`src/rtl/perf_counter_display.sv`:
```
// Performance-monitor counters plus a display channel selector with live, frozen-snapshot and
// timed auto-rotate modes, feeding one registered 32-bit value to the 7-segment driver.
module perf_counter_display #(
    parameter int NUM_EVT    = 6,
    parameter int NUM_EXT    = 3,
    parameter int CNT_W      = 32,
    parameter int SEL_W      = 5,
    parameter int ROT_CYCLES = 50_000_000
) (
    input  logic                   clk,
    input  logic                   rst,
    input  logic                   run,
    input  logic [NUM_EVT-1:0]     evt,
    input  logic [32*NUM_EXT-1:0]  ext_data,
    input  logic [SEL_W-1:0]       sel,
    input  logic [1:0]             mode,
    input  logic                   clr,
    output logic [31:0]            disp_data,
    output logic [SEL_W-1:0]       disp_idx,
    output logic [NUM_EVT-1:0]     ovf
);

    localparam int NUM_CH   = NUM_EXT + NUM_EVT;
    localparam int NUM_SLOT = 2 ** SEL_W;
    localparam int ROT_W    = $clog2(ROT_CYCLES);
    localparam logic [CNT_W-1:0] CNT_MAX = '1;

    logic [CNT_W-1:0] cnt_reg    [NUM_EVT];
    logic [CNT_W-1:0] shadow_reg [NUM_EVT];
    logic [NUM_EVT-1:0] ovf_reg;
    logic               prev_frz_reg;
    logic               prev_rot_reg;
    logic [SEL_W-1:0]   rot_idx_reg;
    logic [ROT_W-1:0]   timer_reg;
    logic [31:0]        disp_data_reg;
    logic [SEL_W-1:0]   disp_idx_reg;

    logic frz_mode, rot_mode, frz_entry, rot_entry, use_shadow;
    logic [SEL_W-1:0] cur_rot, disp_sel;
    logic [ROT_W-1:0] cur_timer;

    assign frz_mode   = (mode == 2'b01);
    assign rot_mode   = (mode == 2'b10);
    assign frz_entry  = frz_mode && !prev_frz_reg;
    assign rot_entry  = rot_mode && !prev_rot_reg;
    // On the freeze entry cycle the live count equals the value being snapshotted.
    assign use_shadow = frz_mode && prev_frz_reg;

    // The entry cycle itself is slot 0 of channel 0.
    assign cur_rot   = rot_entry ? '0 : rot_idx_reg;
    assign cur_timer = rot_entry ? '0 : timer_reg;
    assign disp_sel  = rot_mode ? cur_rot : sel;

    logic [31:0] chan_val [NUM_SLOT];

    generate
        for (genvar gi = 0; gi < NUM_SLOT; gi++) begin : g_chan
            if (gi < NUM_EXT) begin : g_ext
                assign chan_val[gi] = ext_data[32*gi +: 32];
            end else if (gi < NUM_CH) begin : g_cnt
                assign chan_val[gi] = use_shadow ? 32'(shadow_reg[gi-NUM_EXT])
                                                 : 32'(cnt_reg[gi-NUM_EXT]);
            end else begin : g_none
                assign chan_val[gi] = 32'h0;
            end
        end
    endgenerate

    always_ff @(posedge clk) begin
        for (int i = 0; i < NUM_EVT; i++) begin
            if (rst || clr) begin
                cnt_reg[i] <= '0;
                ovf_reg[i] <= 1'b0;
            end else if (run && evt[i]) begin
                if (cnt_reg[i] != CNT_MAX)
                    cnt_reg[i] <= cnt_reg[i] + 1'b1;
                else
                    ovf_reg[i] <= 1'b1;
            end
            if (rst)
                shadow_reg[i] <= '0;
            else if (frz_entry)
                shadow_reg[i] <= cnt_reg[i];
        end
    end

    always_ff @(posedge clk) begin
        if (rst) begin
            prev_frz_reg  <= 1'b0;
            prev_rot_reg  <= 1'b0;
            rot_idx_reg   <= '0;
            timer_reg     <= '0;
            disp_data_reg <= 32'h0;
            disp_idx_reg  <= '0;
        end else begin
            prev_frz_reg  <= frz_mode;
            prev_rot_reg  <= rot_mode;
            if (rot_mode) begin
                if (cur_timer == ROT_W'(ROT_CYCLES - 1)) begin
                    timer_reg   <= '0;
                    rot_idx_reg <= (cur_rot == SEL_W'(NUM_CH - 1)) ? '0 : cur_rot + 1'b1;
                end else begin
                    timer_reg   <= cur_timer + 1'b1;
                    rot_idx_reg <= cur_rot;
                end
            end
            disp_data_reg <= chan_val[disp_sel];
            disp_idx_reg  <= disp_sel;
        end
    end

    assign disp_data = disp_data_reg;
    assign disp_idx  = disp_idx_reg;
    assign ovf       = ovf_reg;

endmodule

```
`config.mk`:
```
export PLATFORM = sky130hd
export DESIGN_NAME = perf_counter_display
export DESIGN_NICKNAME = d
export VERILOG_FILES = /design/src/rtl/perf_counter_display.sv
export SDC_FILE = /design/constraint.sdc
export NUM_CORES = 1
export LEC_CHECK = 0
export ABC_AREA = 1
export BUFFER_PORTS_ARGS = -buffer_cell sky130_fd_sc_hd__buf_2
export CAP_MARGIN = 25
export CORE_MARGIN = 2
export CORE_UTILIZATION = 37
export CTS_CLUSTER_DIAMETER = 60
export DETAILED_ROUTE_END_ITERATION = 8
export SLEW_MARGIN = 10
export SYNTH_ARGS = -nofsm -noshare
export SYNTH_HDL_FRONTEND = slang
export SYNTH_SLANG_ARGS = --single-unit
export TNS_END_PERCENT = 50
```
`constraint.sdc`:
```
create_clock -name clk -period 19.46 [get_ports clk]
set_input_delay 1.946 -clock clk [delete_from_list [all_inputs] [get_ports clk]]
set_output_delay 1.946 -clock clk [all_outputs]
set_load 0.005 [all_outputs]
```
==> results.toml, run 1 <==
[status]
outcome = "complete, no violations"

[synth]
synthMuxAreaShare_pct = 0
synthSimpleGateAreaFrac_pct = 32.26
yosys.area.top_type_share_pct = 42.99
ys_seq_area_share_pct = 48.66
synth_compound_area_share_pct = 9.334
synth_area_per_cell_um2 = 7.573
synth_edf_count = 384
yosysWarnings = 0
netlist_area_um2 = 26820
synth.distinct_cells = 41
async_reset_ff_share_pct = 0
synth_area_leader_cell = "edfxtp_1"
yosys_register_bits = 460
synth_adder_area_share_pct = 0.4198
synth_cells = 3542
synth_xor_xnor_area_share_pct = 1.437
synth_area_leaders = "edfxtp_1 43%, nand2_1 12%, nor2_1 8.9%"
syn-num-nets = 3664
synth_top_flop_cell = "edfxtp_1"
synth_top_family_by_area = "simple AND/OR/NAND/NOR gates"

[setup_path]
worst-path-max-fanout = 39
crit_required_ps = 20010
critPathLaunch = "mode[1]"
ff2ff_path_depth = 11
start_kind = "input port"
critPathMaxStageDelay_ps = 720
path_cells = "buf_2 > inv_2 > nor2_4 > inv_2 > nand2_1 > nand2_2 > inv_2 > nand3_2 > o21ai_0 > nand2_1 > nor2_1"
worst-r2r-setup-slack_ps = 15530
critPathCaptureType = "flop"
cpMaxStageDelayCell = "nand3_2"
path_common_cell = "inv_2"
reg2reg_from = "prev_rot_reg"
arrival_ps = 5730
r2r_end = "disp_data[0]"
crit_end = "disp_data[0]"
critPathKind = "input port to flop"

[power]
cellPowerDensity_nw_per_um2 = 83.66
switching_share_pct = 25.95
seqPwrFrac_pct = 45.3
p_clk_share_pct = 45.0
combPwrFrac_pct = 9.6
internal_power_mw = 1.879
finalPower_mw = 2.537
p_sw_uw = 658.5
p_leak_nw = 12.25
ir_worst_vdd_mv = 0.08272

[layout]
syn_to_final_growth_pct = 13.06
layout_commonest_cell = "nand2_1"
final_nets = 3743
finalNonFillerCells = 4616
multi_input_area_um2 = 11700
layout-drive-gt1-share_pct = 9.165
n_antenna_cell = 0
seqCellArea_um2 = 13050
final_cell_mix = "850 x nand2_1, 637 x nor2_1, 384 x edfxtp_1, 358 x inv_1, 266 x nand3_1"
fillers = 7465
final_cell_area_um2 = 30330

[grt]
grt-ovfl-total = 0
grt_pass1_vias = 21910
grt_pass1_wl_um = 132100
antenna_found_initial = 4
grt_util_all_layers_pct = 22.82
grt_max_degree = 240

[worst_hold_path]
min_from = "ovf[1]"
worstHoldPathType = "flop to flop"

[die]
rows = 98
die_y_um = 273.3
start_util_pct = 37.46
die-area_um2 = 74670
fp.coreArea_um2 = 71610
die_width_um = 273.3
ios = 156

[clock_network]
hold_buffers = 0
clock_path_buffers = 3
clkSinkCount = 460
post_cts_buffers = 0
cts_tree = "built"
clk_latency_ps = 620
clock-root-buffer = "clkbuf_16"
cts_made_buffers = 55
path_clk_slew_ps = 60
htree_num_levels = 2
cts_resized = 0

[sta]
tightest_slew_ps = 1058
max_slew_margin_pct = 29.48
fmax_ghz = 0.1929
setup_tns_ps = 0
finalMaxSlewViolations = 0
min_period_ps = 5183
clock_skew_ps = 23.25
finalCritPeriodShare_pct = 26.64
hold_violations = 0
rsz0062_at_grt = "no"
final-setup-viol-count = 0

[route]
drtIter0Drc = 2947
antenna_left = 0
drt-total-wl_um = 86860
wl_per_cell_um = 18.82
via_per_inst = 5.204
first_pass_iters = 9
wl_met2_um = 39090
wl_met1_um = 37930
wl_met3_um = 6900
dr.max_layer_used = "met5"
drc = 0
via_count = 24020

[placed_design]
place_congestion = 0.9618
dp.cells = 4513
place_area_um2 = 28320
portBuffers = 155
dp_hpwl_um = 62940

[flow_run]
max-cap-violations = 0
==> routing by layer <==
metal	vias to the layer above	global-route usage, %
li1	11860	-
met1	11140	31.58
met2	873	35.82
met3	139	4.430
met4	4	7.463
met5	-	0
==> worst max-delay path, delay by kind of cell <==
kind	cells	cell delay (ps)
AND/OR/NAND/NOR	6	1980
buffers and inverters	4	1350
AO/OA/AOI/OAI	1	400
==> cell type report <==
cell class	instances	share of cell area, %
clock inverter	36	1.613
clock buffer	66	4.947
sequential	460	43.04
multi-input combinational	2555	38.57
timing repair buffer	182	3.358
tap	950	3.919
inverter	367	4.551
==> Yosys cell counts, types with 8 or more instances <==
library cell,instances
nand2_1,851
nor2_1,638
edfxtp_1,384
inv_1,358
nand3_1,266
o21ai_0,218
a21oi_1,163
nor3_1,111
clkbuf_1,76
dfxtp_1,76
buf_2,65
nand4_1,59
xor2_1,41
o211ai_1,32
nor3b_1,30
o21ai_1,22
or2_2,21
nor4_1,18
a211oi_1,14
o21a_1,10
ha_1,9
inv_2,9
buf_1,8
nor2_2,8
==> stage by stage <==
| stage | util (%) | hold WS (ps) | worst slack [ps] |
|---|---|---|---|
| 6_report | 42.35 | 460.5 | 14280 |
| 5_1_grt | 42.35 | 492.0 | 13950 |
| 4_1_cts | 42.33 | 465.0 | 14390 |
| 3_5_place_dp | 39.55 | 450.7 | 13740 |
| 3_3_place_gp | 39.51 | 445.4 | 13810 |
| 2_1_floorplan | - | 458.5 | 2965 |
==> logic make-up (layout without fill, tap and decap cells) <==
family / Yosys count / in the layout
XOR/XNOR: 44 / 44
flip-flops: 460 / 460
adder cells (fa/ha/maj): 9 / 9
AO/OA/AOI/OAI: 468 / 468
buffers and inverters: 527 / 651
AND/OR/NAND/NOR: 2034 / 2034
==> power groups by stage <==
stage	sequential, mW	clock (mW)	combinational (mW)
detailed placement	1.17	0	0.240
finish	1.15	1.14	0.244
floorplan	1.17	0	0.149
CTS	1.15	1.16	0.241
global route	1.16	1.20	0.267
global placement	1.17	0	0.239
==> how the worst min path moves through the flow <==
| stage | slack [ps] | cells after the start | end |
|---|---|---|---|
| 5_1_grt | 490 | 1 | ovf[4] |
| 3_3_place_gp | 450 | 1 | ovf[1] |
| 3_5_place_dp | 450 | 1 | ovf[1] |
| 4_1_cts | 460 | 1 | ovf[1] |
| 6_report | 460 | 1 | ovf[1] |
| 2_1_floorplan | 460 | 2 | timer_reg[1] |
Note: power is estimated with default switching activity, not from simulation.
==> inputs of run 2 (changes only) <==
ABC_AREA = 0   (was 1)
clock period = 5.4 ns   (was 19.46 ns; I/O delays follow)
==> results.toml, run 2 <==
[clock_network]
path_clk_slew_ps = 60
cts_made_buffers = 55
cts_tree = "built"
clock-root-buffer = "clkbuf_16"
post_cts_buffers = 0
clkSinkCount = 460
clock_path_buffers = 3
cts_resized = 0
htree_num_levels = 2
hold_buffers = 0
clk_latency_ps = 630

[synth]
yosysWarnings = 0
synth_area_leaders = "edfxtp_1 47%, dfxtp_1 6.1%, mux4_2 5.8%"
yosys.area.top_type_share_pct = 46.60
synth_top_flop_cell = "edfxtp_1"
synth.distinct_cells = 60
synth_area_leader_cell = "edfxtp_1"
ys_top_cells_by_count = "384 x edfxtp_1, 235 x nor2_1, 197 x and2_1"
synth_area_per_cell_um2 = 11.18
synth_most_common_cell = "edfxtp_1"
synth_cells = 2213
netlist_area_um2 = 24740
yosys_register_bits = 460
synth_edf_count = 384
async_reset_ff_share_pct = 0
ys_seq_area_share_pct = 52.75
syn-num-nets = 2335

[die]
die_y_um = 262.6
rows = 94
die_width_um = 262.6
start_util_pct = 37.50
die-area_um2 = 68960
ios = 156
fp.coreArea_um2 = 65980

[sta]
fin_hold_ws_ps = 234.6
max_slew_margin_pct = 25.79
clock_skew_ps = 43.27
finalMaxSlewViolations = 0
final-setup-viol-count = 0
hold_violations = 0
finalCritPeriodShare_pct = 70.76
fmax_ghz = 0.2617
setup_tns_ps = 0
worst_slack_ps = 1579
min_period_ps = 3821
tightest_slew_ps = 1085
rsz0062_at_grt = "no"

[grt]
grt_pass1_wl_um = 116500
grt-ovfl-total = 0
grt_pass1_vias = 18110
grt_util_all_layers_pct = 21.81
antenna_found_initial = 3
grt_max_degree = 116

[power]
ir_worst_vdd_mv = 0.2385
finalPower_mw = 8.661
cellPowerDensity_nw_per_um2 = 304.0
p_leak_nw = 10.17

[layout]
final_util_pct = 43.18
multi_input_area_um2 = 11100
layout_commonest_cell = "edfxtp_1"
seqCellArea_um2 = 13050
layout-drive-gt1-share_pct = 18.39
final_cell_area_um2 = 28490
final_cell_mix = "384 x edfxtp_1, 233 x nor2_1, 198 x and2_1, 156 x buf_2, 107 x nand3_1"
fillers = 6154
syn_to_final_growth_pct = 15.16
final_nets = 2441
finalNonFillerCells = 3229
n_antenna_cell = 0

[setup_path]
arrival_ps = 4360
critPathCaptureType = "flop"
path_cells = "or3b_2 > and2_1 > ha_1 > and3_1 > nand3_1 > or4_1 > or4_1 > a211oi_1"
worst-r2r-setup-slack_ps = 1580
crit_required_ps = 5940
critPathMaxStageDelay_ps = 810
cpMaxStageDelayCell = "or4_1"
critPathKind = "flop to flop"
critical_path_buf_inv_count = 0
worst-path-max-fanout = 22
critical-path-top-delay-family = "simple AND/OR/NAND/NOR gates"
path_common_cell = "or4_1"
start_kind = "flop"

[flow_run]
max-cap-violations = 0

[route]
wl_per_cell_um = 23.87
drtIter0Drc = 2129
drt-total-wl_um = 77080
via_per_inst = 5.913
via_count = 19090
first_pass_iters = 7
drc = 0
antenna_left = 0

[placed_design]
dp.cells = 3121
portBuffers = 155
dp_hpwl_um = 54030
place_area_um2 = 26590
place_congestion = 0.9329
pre_cts_ws_ps = 1635

[worst_hold_path]
worstHoldPathType = "input port to flop"

[status]
outcome = "complete, no violations"
==> run 2: cell count changes after synthesis, sizes merged, moves of 72 or more <==
cell    before  now
nand3      274  107
o21ai      242   56
inv        367   26
nor3       114   38
and2         3  199
a21oi      164   82
clkbuf      76  148
nand2      856   88
nor2       650  235
==> run 2: layer usage <==
layer / GRT usage [%] / vias to the layer above / wire length (um)
met5: 0 / - / 34
met4: 5.297 / 4 / 1719
met3: 4.198 / 107 / 7482
met2: 33.01 / 924 / 34050
met1: 32.08 / 9509 / 33790
li1: - / 8550 / -
==> run 2: kinds of logic (layout without fill, tap and decap cells) <==
group / after synthesis / count (layout) / synth area share (%)
AND/OR/NAND/NOR: 915 / 915 / 19.62
flip-flops: 460 / 460 / 52.75
AO/OA/AOI/OAI: 290 / 290 / 7.767
buffers and inverters: 196 / 348 / 3.014
XOR/XNOR: 177 / 177 / 6.265
multiplexers: 166 / 166 / 10.12
adder cells (fa/ha/maj): 9 / 9 / 0.4551
==> run 2: path summary, 6_finish.rpt <==
| kind | from | endpoint | depth (start not counted) |
|---|---|---|---|
| min reg2reg | timer_reg[1] | timer_reg[1] | 2 |
| max reg2reg | prev_rot_reg | rot_idx_reg[4] | 8 |
| max | prev_rot_reg | rot_idx_reg[4] | 8 |
| min | sel[4] | disp_idx[4] | 3 |
==> run 2: tightest hold or removal path: stages <==
cell,delay (ps)
buf_2,120
a21oi_1,70
nor2_1,90
==> run 2: area by class of cell <==
cell class | count | share of cell area, %
inverter | 26 | 0.3425
multi-input combinational | 1557 | 38.97
tap | 864 | 3.794
timing repair buffer | 219 | 4.686
clock inverter | 30 | 1.186
clock buffer | 73 | 5.208
sequential | 460 | 45.81
==> run 2: power breakdown <==
group	switching [mW]	leakage [nW]	internal (mW)	total, mW
clock	1.58	0.895	2.18	3.76
sequential	0.175	4.85	4.02	4.20
combinational	0.431	4.42	0.270	0.701
total	2.18	10.2	6.48	8.66
